### config.mk
export PLATFORM = sky130hd
export DESIGN_NAME = tmds_lane_serializer
export DESIGN_NICKNAME = d
export VERILOG_FILES = /design/src/rtl/tmds_pkg.sv /design/src/rtl/lane_shifter.sv /design/src/rtl/tmds_lane_serializer.sv
export SDC_FILE = /design/constraint.sdc
export NUM_CORES = 1
export LEC_CHECK = 0
export BUFFER_PORTS_ARGS = -buffer_cell sky130_fd_sc_hd__buf_4
export CAP_MARGIN = 20
export CORE_MARGIN = 4
export CORE_UTILIZATION = 57
export CTS_BUF_LIST = sky130_fd_sc_hd__clkbuf_2
export CTS_CLUSTER_SIZE = 28
export DETAILED_ROUTE_END_ITERATION = 10
export PLACE_DENSITY = 0.83
export SKIP_CTS_REPAIR_TIMING = 1
export SLEW_MARGIN = 20
export SYNTH_ARGS = -nofsm -noshare
export SYNTH_HDL_FRONTEND = slang
export SYNTH_SLANG_ARGS = --single-unit
### constraint.sdc
create_clock -name CLOCK_PX10 -period 2.3 [get_ports CLOCK_PX10]
set_clock_uncertainty 0.15 [all_clocks]
set_input_delay 0 -clock CLOCK_PX10 [delete_from_list [all_inputs] [get_ports CLOCK_PX10]]
set_output_delay 0 -clock CLOCK_PX10 [all_outputs]
set_load 0.005 [all_outputs]
### src/rtl/tmds_pkg.sv
// Shared TMDS constants: control tokens and default lane geometry.
package tmds_pkg;

  localparam int unsigned TMDS_WIDTH = 10;
  localparam int unsigned TMDS_LANES = 3;

  // Control tokens indexed by C1C0.
  localparam logic [9:0] TMDS_CTRL_00 = 10'b1101010100;
  localparam logic [9:0] TMDS_CTRL_01 = 10'b0010101011;
  localparam logic [9:0] TMDS_CTRL_10 = 10'b0101010100;
  localparam logic [9:0] TMDS_CTRL_11 = 10'b1010101011;

  // Token lookup by control pair {C1, C0}.
  function automatic logic [9:0] tmds_ctrl_token(input logic [1:0] c);
    logic [9:0] tok;
    unique case (c)
      2'b00:   tok = TMDS_CTRL_00;
      2'b01:   tok = TMDS_CTRL_01;
      2'b10:   tok = TMDS_CTRL_10;
      default: tok = TMDS_CTRL_11;
    endcase
    return tok;
  endfunction

endpackage

### src/rtl/lane_shifter.sv
// One lane: WIDTH-bit parallel-load shift register feeding a serial output.
module lane_shifter #(
  parameter int unsigned      WIDTH      = 10,
  parameter bit               LSB_FIRST  = 1'b1,
  parameter logic [WIDTH-1:0] RESET_WORD = '0
) (
  input  logic             clk_i,
  input  logic             rst_i,
  input  logic             load_i,
  input  logic [WIDTH-1:0] load_data_i,
  output logic             serial_o
);

  logic [WIDTH-1:0] sh_q, sh_d;

  // Load on word boundary, otherwise move the next bit toward the output end.
  always_comb begin
    sh_d = sh_q;
    if (load_i) begin
      sh_d = load_data_i;
    end else if (LSB_FIRST) begin
      sh_d = {1'b0, sh_q[WIDTH-1:1]};
    end else begin
      sh_d = {sh_q[WIDTH-2:0], 1'b0};
    end
  end

  // Shift register state; reset restarts on the idle token.
  always_ff @(posedge clk_i) begin
    if (rst_i) begin
      sh_q <= RESET_WORD;
    end else begin
      sh_q <= sh_d;
    end
  end

  assign serial_o = LSB_FIRST ? sh_q[0] : sh_q[WIDTH-1];

endmodule

### src/rtl/tmds_lane_serializer.sv
// Multi-lane word-to-serial gearbox with one-deep skid buffer and idle-token
// insertion on underflow. All lanes share the bit counter and buffer.
module tmds_lane_serializer
  import tmds_pkg::*;
#(
  parameter int unsigned      WIDTH     = TMDS_WIDTH,
  parameter int unsigned      CHANNELS  = TMDS_LANES,
  parameter bit               LSB_FIRST = 1'b1,
  parameter logic [WIDTH-1:0] IDLE_WORD = WIDTH'(TMDS_CTRL_00)
) (
  input  logic                      CLOCK_PX10,
  input  logic                      RESET,
  input  logic [CHANNELS*WIDTH-1:0] in_data,
  input  logic                      in_valid,
  output logic                      in_ready,
  output logic [CHANNELS-1:0]       serial_out,
  output logic                      word_start,
  output logic                      underflow,
  output logic [15:0]               underflow_count
);

  localparam int unsigned     CntW    = (WIDTH > 1) ? $clog2(WIDTH) : 1;
  localparam logic [CntW-1:0] CntLast = CntW'(WIDTH - 1);

  logic [CntW-1:0]           cnt_q;
  logic                      buf_full_q;
  logic [CHANNELS*WIDTH-1:0] buf_data_q;
  logic                      underflow_q;
  logic [15:0]               underflow_count_q;

  logic load;
  logic accept;
  logic idle_load;

  // No bypass: a word lands in the buffer only while it is empty.
  assign in_ready   = !buf_full_q;
  assign accept     = in_valid & !buf_full_q;
  assign load       = (cnt_q == CntLast);
  assign idle_load  = load & !buf_full_q;
  assign word_start = (cnt_q == '0);

  // Bit counter, 0..WIDTH-1, wrapping at each load.
  always_ff @(posedge CLOCK_PX10) begin
    if (RESET) begin
      cnt_q <= '0;
    end else if (load) begin
      cnt_q <= '0;
    end else begin
      cnt_q <= cnt_q + CntW'(1);
    end
  end

  // Skid buffer: accepting and draining are mutually exclusive since accept needs it empty.
  always_ff @(posedge CLOCK_PX10) begin
    if (RESET) begin
      buf_full_q <= 1'b0;
      buf_data_q <= '0;
    end else if (accept) begin
      buf_full_q <= 1'b1;
      buf_data_q <= in_data;
    end else if (load) begin
      buf_full_q <= 1'b0;
    end
  end

  // Underflow pulse lines up with the word_start of the idle word; count saturates.
  always_ff @(posedge CLOCK_PX10) begin
    if (RESET) begin
      underflow_q       <= 1'b0;
      underflow_count_q <= '0;
    end else begin
      underflow_q <= idle_load;
      if (idle_load && (underflow_count_q != 16'hFFFF)) begin
        underflow_count_q <= underflow_count_q + 16'd1;
      end
    end
  end

  assign underflow       = underflow_q;
  assign underflow_count = underflow_count_q;

  for (genvar k = 0; k < CHANNELS; k++) begin : g_lane
    logic [WIDTH-1:0] lane_load;

    assign lane_load = buf_full_q ? buf_data_q[k*WIDTH +: WIDTH] : IDLE_WORD;

    lane_shifter #(
      .WIDTH      (WIDTH),
      .LSB_FIRST  (LSB_FIRST),
      .RESET_WORD (IDLE_WORD)
    ) u_lane (
      .clk_i       (CLOCK_PX10),
      .rst_i       (RESET),
      .load_i      (load),
      .load_data_i (lane_load),
      .serial_o    (serial_out[k])
    );
  end

endmodule

* Word level (Yosys, flattened, before mapping)
Index checks and enable logic that the tools add are counted.
** Operators by class
- Add/sub/neg operators :: 2
- Reduce and logical (&&, ||, !) cells :: 5
- Mux-type cells :: 8
- Equal/unequal tests :: 2
- Bitwise logic cells :: 2
** Operators by type and width (number)
- two-way mux 10 bit :: 6
- adder 16 x 1 -> 16 bit (second input constant) :: 1
- inequality test 16 bit (second input constant) :: 1
- adder 4 x 1 -> 4 bit (second input constant) :: 1
- equality test 4 bit (second input constant) :: 1
- zero test 4 bit :: 1
- bitwise AND 1 bit :: 2
- two-way mux 1 bit :: 2
- nonzero test 2 bit :: 1
- OR reduction 2 bit :: 1
- logical AND 1 bit :: 1
- zero test 1 bit :: 1
** Word-level totals
- Output and inout port bits :: 22
- Register bits :: 82
- Input bits :: 33

* Longest topological paths before layout
Gate-level depths: netlist (run 1).
- Depth after elaboration :: 3
- Mapped depth :: 7
- Mapped depth without buffers :: 6

* Modules after synthesis
A second synthesis (run 1) with hierarchy kept.
** Second synthesis, totals
- Cell total of the unflattened synthesis :: 382
- Area total of the unflattened synthesis :: 3417.0 um2
** Modules (own cells, without submodules)
- tmds_lane_serializer :: instances 1, cells each 289, seq. area each 1041.0 um2, area an instance 2347.3 um2
- lane_shifter :: instances 3, cells each 31, seq. area each 200.2 um2, area an instance 356.6 um2

* Worst setup path after synthesis (run 1)
No wires, ideal clock.
- Path kind :: reg2reg
- Start :: register cnt_q[0]
- End :: register underflow_count_q[15], in the netlist underflow_count[15]
- Path slack :: 0.335 ns
- Cell stages (with the launch flop) :: 7
- Period minus slack after synthesis :: 1.965 ns
- Setup time :: 0.121 ns
- Path buffers :: 1
- Data arrival time :: 1.695 ns
- Cell sequence :: dfxtp_1 -> ha_1 -> nand4bb_1 -> or3_1 -> clkbuf_2 -> nor4_1 -> mux2_2
** Between the ends
- Longest elaborated chain between the ends :: 3
** RTL lines
- start: declaration :: RTL line tmds_lane_serializer.sv:25 : logic [CntW-1:0] cnt_q;
- start signal: assignment :: RTL line tmds_lane_serializer.sv:49 : cnt_q <= cnt_q + CntW'(1);
- equality test 4 bit :: RTL line tmds_lane_serializer.sv:38 : assign load = (cnt_q == CntLast);
- bitwise AND 1 bit :: RTL line tmds_lane_serializer.sv:39 : assign idle_load = load & !buf_full_q;
- logical AND 1 bit :: RTL line tmds_lane_serializer.sv:73 : if (idle_load && (underflow_count_q != 16'hFFFF)) begin
- end signal: assignment :: RTL line tmds_lane_serializer.sv:74 : underflow_count_q <= underflow_count_q + 16'd1;
- end: declaration :: RTL line tmds_lane_serializer.sv:29 : logic [15:0] underflow_count_q;
No other way between the ends.
A chain may end at the register's enable or synchronous reset.

* Worst setup path after layout (run 1)
- Start :: register buf_full_q
- End :: register buf_data_q[13]
** Between the ends
- Longest elaborated chain between the ends :: 2
** RTL lines
- start: declaration :: RTL line tmds_lane_serializer.sv:26 : logic buf_full_q;
- start signal: assignment :: RTL line tmds_lane_serializer.sv:56 : buf_full_q <= 1'b0;
- start signal: assignment :: RTL line tmds_lane_serializer.sv:59 : buf_full_q <= 1'b1;
- start signal: assignment :: RTL line tmds_lane_serializer.sv:62 : buf_full_q <= 1'b0;
- zero test 1 bit :: RTL line tmds_lane_serializer.sv:37 : assign accept = in_valid & !buf_full_q;
- bitwise AND 1 bit :: RTL line tmds_lane_serializer.sv:37
- end signal: assignment :: RTL line tmds_lane_serializer.sv:60 : buf_data_q <= in_data;
- end: declaration :: RTL line tmds_lane_serializer.sv:27 : logic [CHANNELS*WIDTH-1:0] buf_data_q;
No other way between the ends.

==> impl_metrics.ini, run 1 <==
[detailed_routing]
wl_per_cell_um = 14.9
drc = 0
antenna_left = 0
drtPass1Iterations = 4
avgViaCountPerCell = 5.44
routed_wl_mm = 7.57
dr_total_vias = 2758
initialDrtViolationCount = 197

[synthesis]
synthSimpleGateAreaFrac = 0.198
synth_top_cell_by_area = dfxtp_1
synth_cell_types = 39
synth_area_um2 = 3060
synthAdderAreaFrac = 0.0164
synth_top_family_by_area = simple AND/OR/NAND/NOR gates
synth.area.top_cells = dfxtp_1 (54%), nand2_1 (7.7%), a21oi_1 (6.7%), a22o_1 (4.3%), o22a_1 (3.4%)
synth_xor_area_frac = 0.00573
avgSynthCellArea_um2 = 9.23
synth_warnings = 0
yosysTopAreaCellShare = 0.537
seq_area_frac_synth = 0.537
muxShareOfSynthArea = 0.0147
synth-seq-cells = 82
synth-compound-area-share = 0.184
syn_inst = 331
syn-num-nets = 368

[outcome]
status = finished, violations left
violations = setup timing

[critical_path]
r2r_slack_ps = -30
reg2regPathDepth = 5
crit_family = buffers and inverters
critPathMaxStageDelay_ps = 600
path_buf_inv = 2
worstReg2RegEnd = buf_data_q[13]$_SDFFE_PP0P_
worstPathMaxFanout = 19
path_cells = nor2b_2 > buf_4 > nand2_1 > a21oi_1 > dlygate4sd3_1
required_ps = 2610
r2r_start = buf_full_q$_SDFFE_PP0P_
endpoint_kind = flop
critical_path_class = flop to flop
worst_setup_path_start_kind = flop
slowest_stage = dlygate4sd3_1
worstPathArrival_ps = 2640

[die]
fp.dieArea_um2 = 6600
ios = 55
die_x_um = 81.2
dieHeight_um = 81.2
core.rowCount = 26
start_util = 0.594
coreArea_um2 = 5140

[final_layout]
n_antenna_cell = 0
areaGrowthSynthToFinish_pct = 36.6
seq_area_um2 = 1640
nFillCells = 336
multi_input_area_um2 = 1300
finalNetCount = 471
drive_gt1_frac = 0.190

[clock_network]
clk_path_buf_depth = 2
clk_pin_slew_ps = 210
cts_root_buf = clkbuf_2
cts_made_buffers = 9
htree_levels = 3
clock_latency_ps = 500
cts_tree = done
cts_num_sinks = 82

[timing]
hold_viol_final = 0
drv_slew = 0
layout_setup_ws_ps = -25.6
setup_viol = 2
tightestPinTransition_ps = 678
period_needed_ps = 2330
slew_headroom = 0.548
fmax_mhz = 430
fin_crit_sh = 1.01

[placement]
numPortBuffers = 54
place_ws_ps = 140
place_congestion = 0.852
post-dp-hpwl_mm = 4.28

[global_route]
antenna_found_initial = 0
grt_pass1_vias = 2342
grt_max_degree = 60
grt_pass1_wl_mm = 10.5
grt.overflow.total = 0
track_usage = 0.208

[worst_hold_path]
hp-class = input port to flop
worstHoldStart = in_data[6]
hold_depth = 4
whs_endpoint = buf_data_q[6]$_SDFFE_PP0P_

[pwr]
p_total_w = 0.00252
power_density_nw_per_um2 = 605
p_leak_nw = 1.70
max-vdd-ir-drop_uv = 508

[job]
maxCapViolCount = 0
worst reg2reg max path: stages, from the launching register on:
cell and delay [ps]:
dfxtp_1 400, nor2b_2 520, buf_4 360, nand2_1 100, a21oi_1 170, dlygate4sd3_1 600
metrics by stage:
step	setup TNS [ps]	instances	area, um^2	utilization	hold slack, ps
2_1_floorplan	0	331	3060	-	-14.0
3_3_place_gp	0	437	3500	0.681	98.3
3_5_place_dp	0	437	3500	0.681	107
4_1_cts	0	451	3600	0.700	-456
5_1_grt	-839	507	4170	0.812	120
6_report	-34.2	507	4170	0.812	138
placed cells by master (no fill, tap or decap), types with 5 or more instances in the layout:
cell           count
o22a_1            12
clkbuf_2          11
a21oi_1           41
nand3_1            6
o31ai_1            5
dfxtp_1           82
nand2_1           63
a22o_1            15
nor2_1            14
nand4_1            6
buf_4             58
inv_1              8
dlygate4sd3_1     56
logic make-up (layout without fill, tap and decap cells):
logic type | after synthesis | after routing
buf+inv | 31 | 137
simple gates | 123 | 123
xor+xnor | 2 | 2
compound gates | 85 | 85
flops | 82 | 82
mux | 4 | 4
fa+ha+maj | 4 | 4
synthesized netlist by cell type:
cell       number
nor2b_1         5
inv_1           8
nand4bb_1       1
nor3_1          4
o21ai_0         4
nand2b_1        1
buf_1           3
or4_1           4
nand2_1        63
nor4_4          1
clkbuf_1       14
nand3_1         6
a21oi_1        41
clkbuf_2        1
or2_2           1
or3_1           4
o22a_1         12
dfxtp_1        82
and3_1          2
nand4_1         6
buf_4           4
buf_2           1
a211oi_1        3
and2_1          1
o21bai_1        3
a22o_1         15
o41ai_1         1
nor3b_1         2
a2111oi_0       1
and4_1          2
mux2_2          4
and4bb_2        1
nand3b_1        2
xor2_1          1
ha_1            4
nor4_1          3
o31ai_1         5
nor2_1         14
xnor2_1         1
report_power, final:
group	internal, W	leakage [nW]	total (W)	switching [W]
Sequential	0.00149	0.676	0.00153	0.0000365
Combinational	0.000170	0.962	0.000296	0.000126
Clock	0.000247	0.0639	0.000696	0.000449
Total	0.00191	1.70	0.00252	0.000612
state kept, by name, summed over array words and instances (netlist names):
name                flops
underflow               1
buf_full_q              1
buf_data_q             30
g_lane.u_lane.sh_q     30
underflow_count        16
cnt_q                   4
area by class of cell:
cell class | count | share of cell area
Sequential cell | 82 | 0.393
Clock inverter | 3 | 0.0102
Multi-Input combinational cell | 218 | 0.312
Timing Repair Buffer | 115 | 0.243
Tap cell | 70 | 0.0210
Inverter | 8 | 0.00720
Clock buffer | 11 | 0.0132
worst max-delay path by stage:
stage                            start                          endpoint  slack [ps]  cells past startpoint
3_5_place_dp       cnt_q[0]$_SDFF_PP0_  underflow_count[14]$_SDFFE_PP0P_         140                      5
4_1_cts            cnt_q[0]$_SDFF_PP0_  underflow_count[14]$_SDFFE_PP0P_         110                      5
2_1_floorplan      cnt_q[0]$_SDFF_PP0_  underflow_count[15]$_SDFFE_PP0P_         330                      6
6_report       buf_full_q$_SDFFE_PP0P_       buf_data_q[13]$_SDFFE_PP0P_         -30                      5
3_3_place_gp       cnt_q[0]$_SDFF_PP0_  underflow_count[14]$_SDFFE_PP0P_         210                      5
5_1_grt        buf_full_q$_SDFFE_PP0P_       buf_data_q[13]$_SDFFE_PP0P_        -170                      5
routing by layer:
layer,global-route usage,vias up,routed length [um]
met5,0,-,0
met4,0.0912,0,123
met3,0.0576,11,377
met2,0.326,79,3760
met1,0.269,1295,3310
li1,-,1373,-
No activity file was read; power rests on OpenSTA's default activity.
==> run 2, diff against run 1 <==
RECOVER_POWER = 100   (was not set)
SETUP_SLACK_MARGIN = 0.02   (was not set)
==> impl_metrics.ini, run 2 (synthesis results as in run 1) <==
[outcome]
status = complete, no violations

[placement]
dpl.cell_count = 437
dpl_cell_area_um2 = 3500
numPortBuffers = 54
post-dp-hpwl_mm = 4.28
place_congestion = 0.852

[worst_hold_path]
whs_endpoint = buf_data_q[9]$_SDFFE_PP0P_
hp-class = input port to flop
worstHoldStart = in_data[9]
hold_depth = 4

[final_layout]
final_common_cell = dfxtp_1
drive_gt1_frac = 0.188
seq_area_um2 = 1640
multi_input_area_um2 = 1300
n_antenna_cell = 0
finalNetCount = 465
areaGrowthSynthToFinish_pct = 34.5
nFillCells = 345
fin_util = 0.799
final_cell_mix = dfxtp_1 (82), nand2_1 (63), dlygate4sd3_1 (50)
finalNonFillerCells = 501
design_area_um2 = 4110

[job]
maxCapViolCount = 0

[timing]
setup_viol = 0
tightestPinTransition_ps = 664
period_needed_ps = 2210
drv_slew = 0
fmax_mhz = 453
hold_viol_final = 0
fin_crit_sh = 0.960
hold_ws_ps = 129
slew_headroom = 0.558

[die]
start_util = 0.594
core.rowCount = 26
fp.dieArea_um2 = 6600
dieHeight_um = 81.2
ios = 55
die_x_um = 81.2
coreArea_um2 = 5140

[detailed_routing]
initialDrtViolationCount = 186
routed_wl_mm = 7.15
wl_per_cell_um = 14.3
avgViaCountPerCell = 5.39
antenna_left = 0
dr_total_vias = 2698
drtPass1Iterations = 4
drc = 0

[critical_path]
worstPathMaxFanout = 19
endpoint_kind = flop
r2r_slack_ps = 90
critPathLaunch = buf_full_q$_SDFFE_PP0P_
required_ps = 2600
worst_setup_path_start_kind = flop
r2r_start = buf_full_q$_SDFFE_PP0P_
critical_path_class = flop to flop
reg2regPathDepth = 5
worstPathArrival_ps = 2510
worstReg2RegEnd = buf_data_q[12]$_SDFFE_PP0P_

[global_route]
grt_pass1_vias = 2342
track_usage = 0.208
grt_pass1_wl_mm = 10.5
antenna_found_initial = 0
grt_max_degree = 60
grt.overflow.total = 0

[clock_network]
clock_latency_ps = 490
cts_root_buf = clkbuf_2
cts_num_sinks = 82
cts_made_buffers = 9
clk_pin_slew_ps = 210
clk_path_buf_depth = 2
cts_tree = done
htree_levels = 3

[pwr]
max-vdd-ir-drop_uv = 471
power_density_nw_per_um2 = 610
p_leak_nw = 1.65
p_total_w = 0.00251
==> run 2: cell count changes in the layout (fill, tap and decap cells not counted) <==
cell,change
and4bb_1,+1
and4bb_2,-1
buf_4,-22
clkbuf_1,+1
clkbuf_4,+21
dlygate4sd3_1,-6
==> run 2: cell type report <==
cell class | instances | area share
sequential | 82 | 0.400
multi-input combinational | 218 | 0.316
timing repair buffer | 109 | 0.232
tap | 70 | 0.0213
clock buffer | 11 | 0.0134
clock inverter | 3 | 0.0104
inverter | 8 | 0.00731
==> run 2: routing by layer <==
metal  vias to the layer above  part of all wire  track usage
met5                         -                 0            0
met4                         0             0.016       0.0912
met3                         9             0.045       0.0576
met2                        62              0.49        0.326
met1                      1268              0.45        0.269
li1                       1359                 -            -
==> run 2: critical path, stage by stage, from the launching register on <==
cell	delay, ps
dfxtp_1	400
nor2b_2	510
buf_4	340
nand2_1	80
a21oi_1	120
dlygate4sd3_1	560
==> run 2: worst max path at each step <==
| stage | endpoint | slack [ps] | cells past startpoint |
|---|---|---|---|
| 6_report | buf_data_q[12]$_SDFFE_PP0P_ | 90 | 5 |
| 5_1_grt | buf_data_q[16]$_SDFFE_PP0P_ | -60 | 5 |
| 3_5_place_dp | underflow_count[14]$_SDFFE_PP0P_ | 140 | 5 |
| 2_1_floorplan | underflow_count[15]$_SDFFE_PP0P_ | 330 | 6 |
| 4_1_cts | underflow_count[14]$_SDFFE_PP0P_ | 110 | 5 |
| 3_3_place_gp | underflow_count[14]$_SDFFE_PP0P_ | 210 | 5 |
==> run 2: where the power goes <==
| part | switching (W) | leakage, nW | total, W | internal (W) |
|---|---|---|---|---|
| combinational | 0.000121 | 0.913 | 0.000283 | 0.000162 |
| clock | 0.000447 | 0.0639 | 0.000694 | 0.000247 |
| sequential | 0.0000351 | 0.676 | 0.00153 | 0.00149 |
| total | 0.000602 | 1.65 | 0.00251 | 0.00190 |
==> run 2: stage by stage <==
step	setup TNS, ps	setup WS, ps
after floorplan	0	335
after global placement	0	214
after detailed placement	0	140
after CTS	0	113
after global routing	-253	-61.2
final	0	91.2
==> run 3, diff against run 2 <==
SETUP_SLACK_MARGIN = 0.1   (was 0.02)
==> impl_metrics.ini, run 3 (synthesis results as in run 1) <==
[pwr]
max-vdd-ir-drop_uv = 468
switchingPower_w = 0.000598
seq_power_share = 0.613
power_frac_comb = 0.109
p_clk_frac = 0.277
internal-power_w = 0.00190
sw_frac_of_total = 0.240
power_density_nw_per_um2 = 616
p_leak_nw = 1.62

[critical_path]
critPathMaxStageDelay_ps = 410
worstPathMaxFanout = 3
critical_path_class = flop to flop
critical_path_depth = 6
endpoint_kind = flop
path_cells = inv_1 > ha_1 > and4bb_1 > nand4_1 > a2111oi_1 > mux2_2
path_buf_inv = 1
required_ps = 2540
crit_family = simple AND/OR/NAND/NOR gates
worst_setup_path_start_kind = flop
reg2regPathDepth = 6
slowest_stage = a2111oi_1
worstPathArrival_ps = 2320

[placement]
place_congestion = 0.852
numPortBuffers = 54
post-dp-hpwl_mm = 4.28

[global_route]
grt_pass1_wl_mm = 10.5
grt_max_degree = 60
track_usage = 0.208
antenna_found_initial = 0
grt_pass1_vias = 2342
grt.overflow.total = 0

[detailed_routing]
wl_per_cell_um = 14.3
drtPass1Iterations = 6
routed_wl_mm = 7.08
dr_total_vias = 2668
antenna_left = 0
initialDrtViolationCount = 154
drc = 0
avgViaCountPerCell = 5.39

[die]
ios = 55
dieHeight_um = 81.2
core.rowCount = 26
fp.dieArea_um2 = 6600
start_util = 0.594
coreArea_um2 = 5140
die_x_um = 81.2

[timing]
fin_crit_sh = 0.906
fin_tns_setup_ps = 0
rsz0062_at_grt = no
tightestPinTransition_ps = 663
hold_viol_final = 0
setup_viol = 0
slew_headroom = 0.558
drv_slew = 0
period_needed_ps = 2080
fmax_mhz = 480

[final_layout]
fin_util = 0.788
drive_gt1_frac = 0.195
final_common_cell = dfxtp_1
n_antenna_cell = 0
finalNetCount = 459
final_cell_mix = dfxtp_1 (81), nand2_1 (63), dlygate4sd3_1 (44)
areaGrowthSynthToFinish_pct = 32.5

[outcome]
status = complete, no violations

[clock_network]
cts_root_buf = clkbuf_2
cts_made_buffers = 9
cts_num_sinks = 82
htree_levels = 3
clock_latency_ps = 490
clk_path_buf_depth = 2
cts_tree = done
clk_pin_slew_ps = 200

[worst_hold_path]
hp-class = input port to flop
hold_depth = 4

[job]
maxCapViolCount = 0
## run 3: changes by cell type in the layout (fill, tap and decap cells not counted), sizes merged
cell         change
dlygate4sd3      -6
buf              -2
clkbuf           +2
## run 3: power groups by stage
stage	Combinational (W)	Sequential, W	Clock [W]
2_1_floorplan	0.000125	0.00155	0
3_3_place_gp	0.000200	0.00155	0
3_5_place_dp	0.000206	0.00156	0
4_1_cts	0.000207	0.00153	0.000705
5_1_grt	0.000305	0.00154	0.000765
6_report	0.000273	0.00153	0.000692
## run 3: worst paths after layout
check,start,end,slack [ps]
worst min register to register,g_lane[2].u_lane.sh_q[9]$_SDFF_PP1_,g_lane[2].u_lane.sh_q[8]$_SDFF_PP1_,310
worst min-delay path,in_data[16],buf_data_q[16]$_SDFFE_PP0P_,140
worst max register to register,cnt_q[1]$_SDFF_PP0_,underflow_count[14]$_SDFFE_PP0P_,220
worst max-delay path,cnt_q[1]$_SDFF_PP0_,underflow_count[14]$_SDFFE_PP0P_,220
## run 3: cell type report
type	count	area, um^2
tap	70	87.6
multi-input combinational	218	1300
clock inverter	3	42.5
sequential	82	1640
fill	359	1090
clock buffer	11	55.1
timing repair buffer	103	891
inverter	8	30.0
## run 3: tightest hold or removal path, delay by kind of cell
kind / cells / cell delay (ps)
AOI/OAI and AO/OA: 1 / 50
and+or+nand+nor: 1 / 40
buffers and inverters: 2 / 670
## run 3: through the flow
step	instance area (um^2)	worst slack, ps	cells	hold slack (ps)	total power, W
2_1_floorplan	3060	335	331	-14.0	0.00167
4_1_cts	3600	113	451	-456	0.00244
3_3_place_gp	3500	214	437	98.3	0.00176
3_5_place_dp	3500	140	437	107	0.00176
5_1_grt	4050	67.1	495	84.6	0.00261
6_report	4050	216	495	135	0.00249
## run 3: per-layer routing
| layer | vias to the layer above | GRT usage | routed length [um] |
|---|---|---|---|
| li1 | 1349 | - | - |
| met5 | - | 0 | 0 |
| met2 | 77 | 0.326 | 3470 |
| met1 | 1231 | 0.269 | 3100 |
| met4 | 0 | 0.0912 | 116 |
| met3 | 11 | 0.0576 | 384 |
